<file path="config.mk">
export PLATFORM = sky130hd
export DESIGN_NAME = load_store_unit
export DESIGN_NICKNAME = d
export VERILOG_FILES = /design/src/rtl/load_store_unit.sv
export SDC_FILE = /design/constraint.sdc
export NUM_CORES = 1
export LEC_CHECK = 0
export ABC_AREA = 1
export CAP_MARGIN = 40
export CORE_ASPECT_RATIO = 1.75
export CORE_MARGIN = 2
export CORE_UTILIZATION = 35
export DETAILED_ROUTE_END_ITERATION = 10
export MAX_ROUTING_LAYER = met4
export PLACE_DENSITY = 0.66
export SYNTH_ARGS = -nofsm -noshare
export SYNTH_HDL_FRONTEND = slang
export SYNTH_SLANG_ARGS = --single-unit
</file>
<file path="constraint.sdc">
create_clock -name clk -period 2.8 [get_ports clk]
set_input_delay 0.56 -clock clk [delete_from_list [all_inputs] [get_ports clk]]
set_output_delay 0.56 -clock clk [all_outputs]
set_load 0.03 [all_outputs]
</file>
<file path="src/rtl/load_store_unit.sv">
// Memory-access stage: one data-memory request per start over req/ack,
// with byte lane steering, load extension, alignment checks and timeout.
// Ports: clk, rst (async active-low); start/mem_read/mem_write/funct3/
// alu_result/store_data in; busy/done/fault/load_data out; mem_* bus.
module load_store_unit #(
  parameter int TIMEOUT = 16
) (
  input  logic        clk,
  input  logic        rst,
  input  logic        start,
  input  logic        mem_read,
  input  logic        mem_write,
  input  logic [2:0]  funct3,
  input  logic [31:0] alu_result,
  input  logic [31:0] store_data,
  output logic        busy,
  output logic        done,
  output logic        fault,
  output logic [31:0] load_data,
  output logic        mem_req,
  output logic        mem_we,
  output logic [31:0] mem_addr,
  output logic [31:0] mem_wdata,
  output logic [3:0]  mem_wstrb,
  input  logic [31:0] mem_rdata,
  input  logic        mem_ack
);

  localparam int CW = $clog2(TIMEOUT + 1);

  typedef enum logic [1:0] {
    IDLE,
    ACCESS,
    RETIRE
  } state_t;

  state_t      state_q, state_d;
  logic [CW-1:0] cnt_q, cnt_d;
  logic [31:0] addr_q, addr_d;
  logic [31:0] wdata_q, wdata_d;
  logic [3:0]  wstrb_q, wstrb_d;
  logic        we_q, we_d;
  logic [2:0]  f3_q, f3_d;
  logic        fault_q, fault_d;
  logic [31:0] load_q, load_d;

  logic        bad;
  logic [1:0]  off;
  logic [31:0] shifted;
  logic [31:0] ext;

  assign off = alu_result[1:0];

  // Illegal size or misalignment; only matters when an access is requested.
  always_comb begin
    bad = 1'b0;
    unique case (1'b1)
      funct3 == 3'd0: bad = 1'b0;
      funct3 == 3'd1: bad = off[0];
      funct3 == 3'd2: bad = |off;
      funct3 == 3'd4: bad = mem_write;
      funct3 == 3'd5: bad = mem_write | off[0];
      default:        bad = 1'b1;
    endcase
    if (mem_read && mem_write) bad = 1'b1;
  end

  assign shifted = mem_rdata >> {addr_q[1:0], 3'b000};

  always_comb begin
    ext = shifted;
    unique case (1'b1)
      f3_q == 3'd0: ext = {{24{shifted[7]}}, shifted[7:0]};
      f3_q == 3'd1: ext = {{16{shifted[15]}}, shifted[15:0]};
      f3_q == 3'd4: ext = {24'd0, shifted[7:0]};
      f3_q == 3'd5: ext = {16'd0, shifted[15:0]};
      default:      ext = shifted;
    endcase
  end

  always_comb begin
    state_d = state_q;
    cnt_d   = cnt_q;
    addr_d  = addr_q;
    wdata_d = wdata_q;
    wstrb_d = wstrb_q;
    we_d    = we_q;
    f3_d    = f3_q;
    fault_d = fault_q;
    load_d  = load_q;
    unique case (state_q)
      IDLE: begin
        if (start) begin
          addr_d  = alu_result;
          f3_d    = funct3;
          we_d    = mem_write & ~mem_read;
          cnt_d   = '0;
          wstrb_d = 4'b0000;
          fault_d = (mem_read | mem_write) & bad;
          if (mem_write && !bad) begin
            unique case (1'b1)
              funct3 == 3'd0: begin
                wdata_d = {4{store_data[7:0]}};
                wstrb_d = 4'b0001 << off;
              end
              funct3 == 3'd1: begin
                wdata_d = {2{store_data[15:0]}};
                wstrb_d = 4'b0011 << {off[1], 1'b0};
              end
              default: begin
                wdata_d = store_data;
                wstrb_d = 4'b1111;
              end
            endcase
          end
          if ((!mem_read && !mem_write) || bad) begin
            state_d = RETIRE;
          end else begin
            state_d = ACCESS;
          end
        end
      end
      ACCESS: begin
        if (mem_ack) begin
          if (!we_q) load_d = ext;
          state_d = RETIRE;
        end else if (cnt_q == CW'(TIMEOUT - 1)) begin
          fault_d = 1'b1;
          state_d = RETIRE;
        end else begin
          cnt_d = cnt_q + 1'b1;
        end
      end
      RETIRE: begin
        state_d = IDLE;
        cnt_d   = '0;
      end
      default: state_d = IDLE;
    endcase
  end

  always_ff @(posedge clk or negedge rst) begin
    if (!rst) begin
      state_q <= IDLE;
      cnt_q   <= '0;
      addr_q  <= '0;
      wdata_q <= '0;
      wstrb_q <= '0;
      we_q    <= 1'b0;
      f3_q    <= '0;
      fault_q <= 1'b0;
      load_q  <= '0;
    end else begin
      state_q <= state_d;
      cnt_q   <= cnt_d;
      addr_q  <= addr_d;
      wdata_q <= wdata_d;
      wstrb_q <= wstrb_d;
      we_q    <= we_d;
      f3_q    <= f3_d;
      fault_q <= fault_d;
      load_q  <= load_d;
    end
  end

  assign mem_req   = (state_q == ACCESS);
  assign busy      = (state_q == ACCESS);
  assign done      = (state_q == RETIRE);
  assign fault     = (state_q == RETIRE) & fault_q;
  assign mem_we    = we_q;
  assign mem_addr  = {addr_q[31:2], 2'b00};
  assign mem_wdata = wdata_q;
  assign mem_wstrb = wstrb_q;
  assign load_data = load_q;

endmodule
</file>
After elaboration in Yosys (flattened, before gate mapping)
Cells that the tools add are included.

storage, ports and cells
  input bits = 105
  flip-flop bits (word level) = 112
  word-level logic and storage cells = 73

operators by class
  reductions and logical operators = 19
  shift-type cells = 3
  equal/unequal tests = 15
  bitwise gates (word level) = 7
  muxes and demuxes = 19
  add/sub/neg operators = 1

operators by type and width
  operator               count
  $pmux W32 S4           1
  $pmux W32 S2           1
  $shr A32 B5 Y32        1
  $mux W5                3
  $pmux W5 S3            1
  $eq A3 B3 Y1 const B   4
  $mux W2                4
  $pmux W4 S2            1
  $reduce_and A4 Y1      2
  $eq A3 B1 Y1 const B   2
  $logic_not A3 Y1       2
  $ne A2 B2 Y1 const B   3
  $reduce_and A3 Y1      2
  $add A5 B1 Y5 const B  1
  $eq A5 B4 Y1 const B   1
  $pmux W1 S5            1
  $mux W1                4
  $mux W4                1
  $pmux W2 S2            1
  $reduce_and A2 Y1      2
  $shl A1 B2 Y4 const A  1
  $shl A2 B2 Y4 const A  1
  $and A1 B1 Y1          3
  $eq A3 B2 Y1 const B   1
  other kinds (14)       20

Logic depth before layout (Yosys ltp)
  depth after elaboration = 7
  gate-level depth with buffers = 10

Worst setup path after synthesis
No wires, ideal clock.

  path type = reg2reg
  start = register cnt_q[0]
  end = register cnt_q[0]
  arrival time = 1.453 ns
  stages on the path, launching flop included = 9
  path buffers = 0
  clock period less this slack = 1.583 ns
  slack = 1.217 ns
  data required time = 2.669 ns
  path through = dfrtp_1 ha_1 nand2_1 nor2_1 ha_1 o21ai_0 nand3_1 a21oi_1 a21oi_1

on the way
  word-level cells in the longest chain between the ends = 4
  elaborated cells on any way between the ends = 7
  those cells by class = 1 x add/sub; 2 x eq/ne; 3 x mux; 1 x reduce/logical

RTL lines
  item                    RTL line  RTL
  from (decl)             38        logic [CW-1:0] cnt_q, cnt_d;
  from (signal assigned)  155       cnt_q <= cnt_d;
  $add A5 B1 Y5           131       cnt_d = cnt_q + 1'b1;
  $mux W5                 127       end else if (cnt_q == CW'(TIMEOUT - 1)) begin
  $mux W5                 124       if (mem_ack) begin
  $pmux W5 S3             91        unique case (state_q)

Several ways; a longest one is shown, not always the timed one. The select of a mux whose other input is x is not followed.
A chain may end at the register's enable or synchronous reset.

Worst setup path after layout
  start = register state_q[0]
  end = output port mem_req

on the way
  word-level cells in the longest chain between the ends = 1

RTL lines
  item                    RTL line  RTL
  from (decl)             37        state_t state_q, state_d;
  from (signal assigned)  154       state_q <= state_d;
  $eq A2 B1 Y1            166       assign mem_req = (state_q == ACCESS);
  to (decl)               20        output logic mem_req,

No other way between the ends.

==> flow_metrics.tcl <==
set metrics [dict create \
    run_status "finished, final reports clean" \
    fmax_mhz 427 \
    yosysWarnings 0 \
    path_max_fanout 8 \
    final_core_utilization 0.494 \
    drt.antenna.violating_nets 0 \
    buffers_added_on_ports 207 \
    p_leak_nw 4.15 \
    nets 1082 \
    timing.critical_path.slowest_stage_cell "sky130_fd_sc_hd__clkdlybuf4s50_1" \
    grtUsageTotal 0.206 \
    cts.htree.levels 3 \
    place.gp.congestion 0.875 \
    fp.dieArea_um2 18100 \
    synth_common_cells "sky130_fd_sc_hd__nand2_1 (362), sky130_fd_sc_hd__dfrtp_1 (112), sky130_fd_sc_hd__nand3_1 (108)" \
    synth_top_cell_area_share 0.472 \
    overflow 0 \
    finalSetupViolCount 0 \
    initial_utilization 0.354 \
    synthesis.area_um2 5940 \
    post-layout-total-power_mw 9.21 \
    placementRows 63 \
    r2r_start "cnt_q[0]$_DFFE_PN0P_" \
    rsz0062_at_grt "false" \
    synth_top_area_cell "sky130_fd_sc_hd__dfrtp_1" \
    ys_types 28 \
    postSynthRegisterBits 112 \
    synth-edff-count 0 \
    grt_first_pass_wirelength_um 28100 \
    drive_gt1_frac 0.0552 \
    clock_path_buffers 2 \
    clock_sink_count 112 \
    end_kind "output port" \
    post-place-ws_ns 0.425 \
    timing.critical_path.buf_inv 2 \
    post_cts_buffers 0 \
    period_utilization_post_route 0.836 \
    synth_ff_type "sky130_fd_sc_hd__dfrtp_1" \
    netlist_instances 809 \
    worst_hold_path_type "in -> async" \
    cts_made_buffers 9 \
    timing_max_transition_violations_final 0 \
    tritoncts_clock_tree "built" \
    routed_via_density 4.59 \
    cts.root.buffer_cell "sky130_fd_sc_hd__clkbuf_16" \
    chipWidth_um 102 \
    final-instance-count-excl-fill 1206 \
    synth_area_per_cell_um2 7.34 \
    route.detailed.drc 0 \
    dpl_cell_area_um2 7990 \
    drt_iter0_drc 220 \
    vdd_drop_max_mv 0.566 \
    fin_skew_ns 0.0108 \
    synth_area_leaders "sky130_fd_sc_hd__dfrtp_1 (47%), sky130_fd_sc_hd__nand2_1 (23%), sky130_fd_sc_hd__nand3_1 (9.1%)" \
    critPathLaunchType "register" \
    critPathTopFamily "buffers and inverters" \
    arrival_ns 1.78 \
    crit_path_cell_trace "inv_2 > nor2_4 > clkdlybuf4s50_1" \
    slowest_delay_ns 0.72 \
    post-dp-hpwl_um 13500 \
    slew_limit_headroom 0.588 \
    chipHeight_um 176 \
    cts_hold_repair.buffers 0 \
    detail_route.wl_per_cell_um 14.9 \
    syn_to_final_growth_pct 39.7 \
    first_pass_iters 4 \
    boundaryPins 210 \
    antenna_cells_inserted 0 \
    clk_latency_ns 0.34 \
    power_density_over_the_cells_nw_per_um2 1110 \
    cts.reportedPaths.clkPinSlew_ns 0.08 \
    sequential_fraction_of_the_synthesis_area 0.472 \
    routed-via-count 5536 \
    most_instantiated_library_cell_after_synthesis "sky130_fd_sc_hd__nand2_1" \
    dp_cells 1191 \
    cts.repair.resized 0 \
    hold_ws_ns 0.0755 \
    timing_hold_violations_final 0 \
    setup.worst_path.start "state_q[0]$_DFFE_PN0P_" \
    worst-endpoint-required_ns 2.24 \
    maxCapViolations 0 \
    grt_start_max_net_pins 47 \
    antenna_found_initial 0 \
    number_of_global_route_vias_before_repair 5342 \
    async_reset_ff_frac 1.00 \
    core_um2 16800 \
    drt-total-wl_um 17900 \
    post-route-min-period_ns 2.34 \
    postLayoutCellArea_um2 8290 \
    worstMarginPinSlew_ns 0.616 \
    timing_worst_setup_path_type "reg -> out" \
    timing.setup.tns_ns 0 \
    setup_slack_ns 0.458 \
]
[registers in the layout, summed over array words and instances, names as in the netlist]
register and flops:
mem_wstrb 4, mem_we 1, load_data 32, mem_wdata 32, fault_q 1, addr_q 32, state_q 2, cnt_q 5
f3_q 3
[routing by layer]
layer  vias to the layer above  track usage  share of wire
met5                         -            -              0
met4                         0       0.0856          0.033
met1                      2517        0.234           0.38
met3                        27       0.0281          0.045
li1                       2824            -              -
met2                       168        0.356           0.54
[kinds of logic after synthesis]
kind of cell / Yosys count / synth area share
AND/OR/NAND/NOR: 539 / 0.382
buffers and inverters: 118 / 0.106
flip-flops: 112 / 0.472
AO/OA/AOI/OAI: 37 / 0.0350
adder cells (fa/ha/maj): 2 / 0.00422
other: 1 / 0.000632
[where the power goes]
group | total [mW] | internal [mW] | switching (mW)
logic | 5.07 | 1.97 | 3.10
registers | 2.82 | 2.35 | 0.467
clock network | 1.32 | 0.723 | 0.599
[layout by cell type (no fill, tap or decap), types with 2 or more instances in the layout]
cell,count
sky130_fd_sc_hd__o211ai_1,8
sky130_fd_sc_hd__clkdlybuf4s50_1,206
sky130_fd_sc_hd__or2_1,15
sky130_fd_sc_hd__dfrtp_1,112
sky130_fd_sc_hd__o21ai_1,2
sky130_fd_sc_hd__buf_4,19
sky130_fd_sc_hd__o21ai_0,13
sky130_fd_sc_hd__inv_6,2
sky130_fd_sc_hd__nand3_1,108
sky130_fd_sc_hd__nand2_1,362
sky130_fd_sc_hd__nor3_1,2
sky130_fd_sc_hd__inv_2,4
sky130_fd_sc_hd__nor2_1,34
sky130_fd_sc_hd__or2_2,8
sky130_fd_sc_hd__nor2_2,2
sky130_fd_sc_hd__nor2_4,2
sky130_fd_sc_hd__conb_1,2
sky130_fd_sc_hd__a21oi_1,13
sky130_fd_sc_hd__inv_1,42
sky130_fd_sc_hd__clkbuf_16,9
sky130_fd_sc_hd__nand2_2,2
sky130_fd_sc_hd__ha_1,2
[layout make-up]
class	count	area, um^2
fillers	1667	8500
flip-flops and latches	112	2800
multi-input cells	580	2510
repair buffers	226	2220
well taps	227	284
clock buffers	10	239
inverters	46	173
clock inverters	5	63.8
[final timing paths]
| check | endpoint | slack [ns] | cells after the start |
|---|---|---|---|
| setup / recovery | mem_req | 0.46 | 3 |
| hold / removal | load_data[14]$_DFFE_PN0P_ | 0.08 | 1 |
| setup reg to reg | cnt_q[0]$_DFFE_PN0P_ | 1.02 | 8 |
| hold reg to reg | load_data[3]$_DFFE_PN0P_ | 0.48 | 2 |
| max in group asynchronous | mem_wdata[15]$_DFFE_PN0P_ | 2.08 | 2 |
| min in group clk | load_data[3]$_DFFE_PN0P_ | 0.48 | 2 |
Power figures use the tool's default switching activity.
==> RTL change 1, RTL diff (same settings) <==
The 3 states of `state_t` get a one-hot encoding in 3 bits.
--- a/src/rtl/load_store_unit.sv
+++ b/src/rtl/load_store_unit.sv
@@ -29,8 +29,8 @@
   localparam int CW = $clog2(TIMEOUT + 1);
 
-  typedef enum logic [1:0] {
-    IDLE,
-    ACCESS,
-    RETIRE
+  typedef enum logic [2:0] {
+    IDLE   = 3'b001,
+    ACCESS = 3'b010,
+    RETIRE = 3'b100
   } state_t;
 
Check against the original RTL: same outputs for any inputs over 4 cycles, from zero or initial values and one cycle with rst low; so few cycles prove little.
==> RTL change 1 against the unedited design <==
  * Via count is 2.4% higher
  * Area after synthesis is 1.3% higher
  * Final area is 4.3% higher
  * Count of clock-buffer cells in the layout is 7 higher
  * Routed wire length hardly changed
  * Worst setup slack worse by 0.20 ns
  * Total power is 1.8% higher
  * Sequential cell count is 1 higher
  * Critical path type unchanged
  * Largest cell class unchanged
  * Largest power group unchanged
==> RTL change 1: results (changes against the unedited design) <==
Run status
The flow ran to the end, and the final reports show no timing, DRC or antenna violations.

Pwr
The net switching component of the power was 3950 µW (-5.1%).

Final layout
The fraction of final layout cells sized beyond drive strength 1 is 8.71% (+3.2 points). The number of nets in the layout is 1104 (+2.0%). The filler cell count is 1705 (+2.3%).

GRT
The global routing usage on met1 came to 22.0% (-1.5 points). The met3 demand-to-capacity share in global routing is 4.06% (+1.2 points). The met2 usage in global routing is 37.1% (+1.5 points). The maximum number of pins on one net before global-route repair came to 73 (+55%). The global-route usage over all layers is 20.8% (+0.22 points). The global-route wire length before repair is 28200 µm (+0.42%). The number of global-route vias before repair is 5495 (+2.9%).

Clock tree
The insertion delay of the later-clocked pin in the worst-skew pair was 0.41 ns (+0.07 ns). The number of buffers created by CTS was 17 (+8). The clock-pin slew of the registers on the worst-case setup and hold paths is 0.05 ns (-0.03 ns). The count of H-tree levels built during CTS was 4 (+1).

Synthesis
The gate count of the mapped netlist was 828 (+2.3%). In the synthesized netlist, the cells that appear most often are 282 x sky130_fd_sc_hd__nand2_1, 121 x sky130_fd_sc_hd__nor2_1, 112 x sky130_fd_sc_hd__dfrtp_1. The number of distinct library cells after synthesis is 30 (+7.1%). The part of the Yosys area used for sequential elements was 47.0% (-0.19 points).

Route
The wire length on met2 is 9760 µm (+0.75%). The routed wire length per instance is 14.5 µm (-2.5%). The total length of routed met3 wires is 852 µm (+4.7%). The met1 routed wirelength after detailed routing was 6690 µm (-2.1%). The total detailed-routing wirelength is 17900 µm (about the same). The number of violations reported at the end of detailed-routing iteration 0 was 202 (-8.2%). The number of vias in the routed layout came to 5667 (+2.4%).

Setup path
The logic depth of the worst register-to-register path came to 7 (-1). The critical path starts at state_q[2]. The delay contributed by the slowest stage of the critical path is 0.70 ns (-0.02 ns).

The endpoint of the worst-slack reg-to-reg timing path is mem_wdata[25]. The critical-path maximum fanout is 10 (+2).

STA
The relative slew slack was 60.2% (+1.4 points). The final setup skew was 0.0115 ns (+0.000671 ns).

Place
The worst-case setup slack after placement is 0.435 ns (+0.00911 ns). The number of cells in the design after placement is 1204 (+1.1%). The final weighted congestion in routability-driven placement is 0.903 (+3.2%).

Min path
The path category of the worst min-delay check is flop to flop.
-- RTL change 1: kinds of logic after synthesis --
family / Yosys count / synth area share [%]
simple gates: 492 / 34.0
buf+inv: 146 / 11.9
flops: 113 / 47.0
compound gates: 73 / 6.41
fa+ha+maj: 2 / 0.416
xor+xnor: 1 / 0.146
other cells: 1 / 0.0623
-- RTL change 1: worst max-delay path by stage --
| stage | to | slack [ns] | cells past startpoint |
|---|---|---|---|
| 2_1_floorplan | mem_req | 1.19 | 4 |
| 3_3_place_gp | mem_wdata[25] | 0.50 | 8 |
| 3_5_place_dp | mem_wdata[28] | 0.43 | 8 |
| 4_1_cts | busy | 0.22 | 4 |
| 5_1_grt | busy | 0.13 | 4 |
| 6_report | busy | 0.25 | 4 |
-- RTL change 1: power groups by stage --
stage	Combinational [µW]	Clock, µW	Sequential [µW]
6_report	4480	2230	2670
2_1_floorplan	2200	0	3390
3_3_place_gp	4470	0	2680
3_5_place_dp	4510	0	2690
4_1_cts	4520	2280	2680
5_1_grt	4840	2350	2750
-- RTL change 1: repair_timing --
| item | CTS | global route |
|---|---|---|
| setup endpoints to repair | 0 | 0 |
| hold buffers | 1 | 0 |
| resized for setup | 0 | 0 |
| endpoints found under the hold margin | 8 | 0 |
-- RTL change 1: cell type report --
| class | instances | area [µm²] | share of cell area (%) |
|---|---|---|---|
| flip-flops and latches | 113 | 2830 | 32.7 |
| well taps | 227 | 284 | 3.28 |
| clock buffers | 17 | 425 | 4.92 |
| inverters | 77 | 289 | 3.34 |
| multi-input cells | 570 | 2470 | 28.6 |
| repair buffers | 218 | 2170 | 25.0 |
| clock inverters | 15 | 184 | 2.13 |
==> RTL change 2, RTL diff (same settings) <==
Made on the original files. The parameter `TIMEOUT` goes from 16 to 32.
--- a/src/rtl/load_store_unit.sv
+++ b/src/rtl/load_store_unit.sv
@@ -4,5 +4,5 @@
 // alu_result/store_data in; busy/done/fault/load_data out; mem_* bus.
 module load_store_unit #(
-  parameter int TIMEOUT = 16
+  parameter int TIMEOUT = 32
 ) (
   input  logic        clk,
Behaviour: same outputs for any inputs over 4 cycles, from zero or initial values and one cycle with rst low; that may be too few to reach the edited logic, so the function may still have changed.
==> RTL change 2 against the unedited design <==
  * Count of clock-buffer cells in the layout increased by 11
  * Global-route usage increased by 0.68 points
  * Combinational power about the same
  * Total power increased by 7.7%
  * Routed wire length increased by 3.0%
  * Largest cell class unchanged
  * Worst setup slack got worse by 0.020 ns
  * Largest power group unchanged
  * Sequential cell count increased by 1
  * Highest routed layer unchanged
  * Final area increased by 3.0%
  * Area after synthesis increased by 0.38%
  * Via count increased by 1.0%
  * Critical path type unchanged
==> RTL change 2: results (changes against the unedited design) <==
Place
The worst-case setup slack after placement is 0.432 ns (+0.00657 ns). The final weighted congestion in routability-driven placement is 0.867 (-0.89%).

Final layout
The inverter count was 54 (+17%). The non-clock buffer instance count of the final layout is 220 (-2.7%). The number of multi-input combinational cells was 578 (-0.34%). The fraction of final layout cells sized beyond drive strength 1 is 5.82% (+0.31 points). The number of nets in the layout is 1090 (+0.74%). The area of combinational cells with multiple inputs was 2500 µm² (-0.20%). The relative area of non-clock buffer cells in the final design is 25.5% (-1.3 points).

GRT
The met2 usage in global routing is 37.0% (+1.4 points). The maximum number of pins on one net before global-route repair came to 45 (-4.3%). The global-route wire length before repair is 28400 µm (+1.4%). The number of global-route vias before repair was 5497 (+2.9%).

STA
The relative slew slack came to 61.0% (+2.2 points). The final setup skew is 0.0134 ns (+0.00254 ns). The worst hold slack after final layout is 0.119 ns (+0.0432 ns).

Route
The wire length on met2 is 9980 µm (+3.0%). The routed wire length per instance is 15.1 µm (+1.6%).

Run status
The flow ran to the end, and the final reports show no timing, DRC or antenna violations.

Synthesis
Sorting the synthesized cells by area gives the leading types as sky130_fd_sc_hd__dfrtp_1 47%, sky130_fd_sc_hd__nand2_1 23%, sky130_fd_sc_hd__nand3_1 5.6%, sky130_fd_sc_hd__buf_4 4.5%, sky130_fd_sc_hd__inv_1 3.1%. The number of distinct library cells after synthesis is 34 (+21%). The part of the Yosys area used for sequential elements came to 47.5% (+0.24 points).

Clock tree
The insertion delay of the later-clocked pin in the worst-skew pair is 0.40 ns (+0.06 ns). The clock-pin slew of the registers on the worst-case setup and hold paths is 0.06 ns (-0.02 ns).

Setup path
The logic depth of the worst register-to-register path is 7 (-1). The startpoint identified for the worst register-to-register timing path is state_q[0]. The worst endpoint data arrival time is 1.80 ns (+0.02 ns).
-- RTL change 2: cell count changes after synthesis, sizes merged, moves of 2 or more --
| cell | unedited run | this run |
|---|---|---|
| inv | 46 | 54 |
| nand2 | 364 | 374 |
| buf | 61 | 58 |
| o21ai | 15 | 37 |
| nor2 | 38 | 41 |
| nand3 | 109 | 69 |
| o21bai | 0 | 2 |
-- RTL change 2: power by group through the flow --
stage	Combinational [µW]	Clock, µW	Sequential (µW)
6_report	5060	2020	2840
3_3_place_gp	5080	0	2850
4_1_cts	5120	2070	2850
3_5_place_dp	5110	0	2860
2_1_floorplan	2360	0	3710
5_1_grt	5470	2130	2940
-- RTL change 2: cells by family (layout without fill, tap and decap cells) --
kind of cell	after synthesis	in the layout	synth area share (%)
XOR/XNOR	1	1	0.147
buffers and inverters	122	305	10.6
other	1	2	0.0629
AO/OA/AOI/OAI	61	61	5.54
adder cells (fa/ha/maj)	1	1	0.210
AND/OR/NAND/NOR	513	513	36.0
flip-flops	113	113	47.5
-- RTL change 2: critical path, stage by stage (launching register included) --
cell and delay [ns]:
sky130_fd_sc_hd__dfrtp_1 0.40, sky130_fd_sc_hd__inv_2 0.08, sky130_fd_sc_hd__nor2_4 0.20, sky130_fd_sc_hd__clkdlybuf4s50_1 0.71
-- RTL change 2: worst max-delay path by stage --
stage | from | end | slack, ns
finish | state_q[0] | busy | 0.44
global route | state_q[0] | mem_req | 0.33
CTS | state_q[0] | mem_req | 0.40
detailed placement | funct3[1] | mem_wdata[23] | 0.43
global placement | funct3[1] | mem_wdata[23] | 0.39
floorplan | state_q[1] | mem_req | 1.29
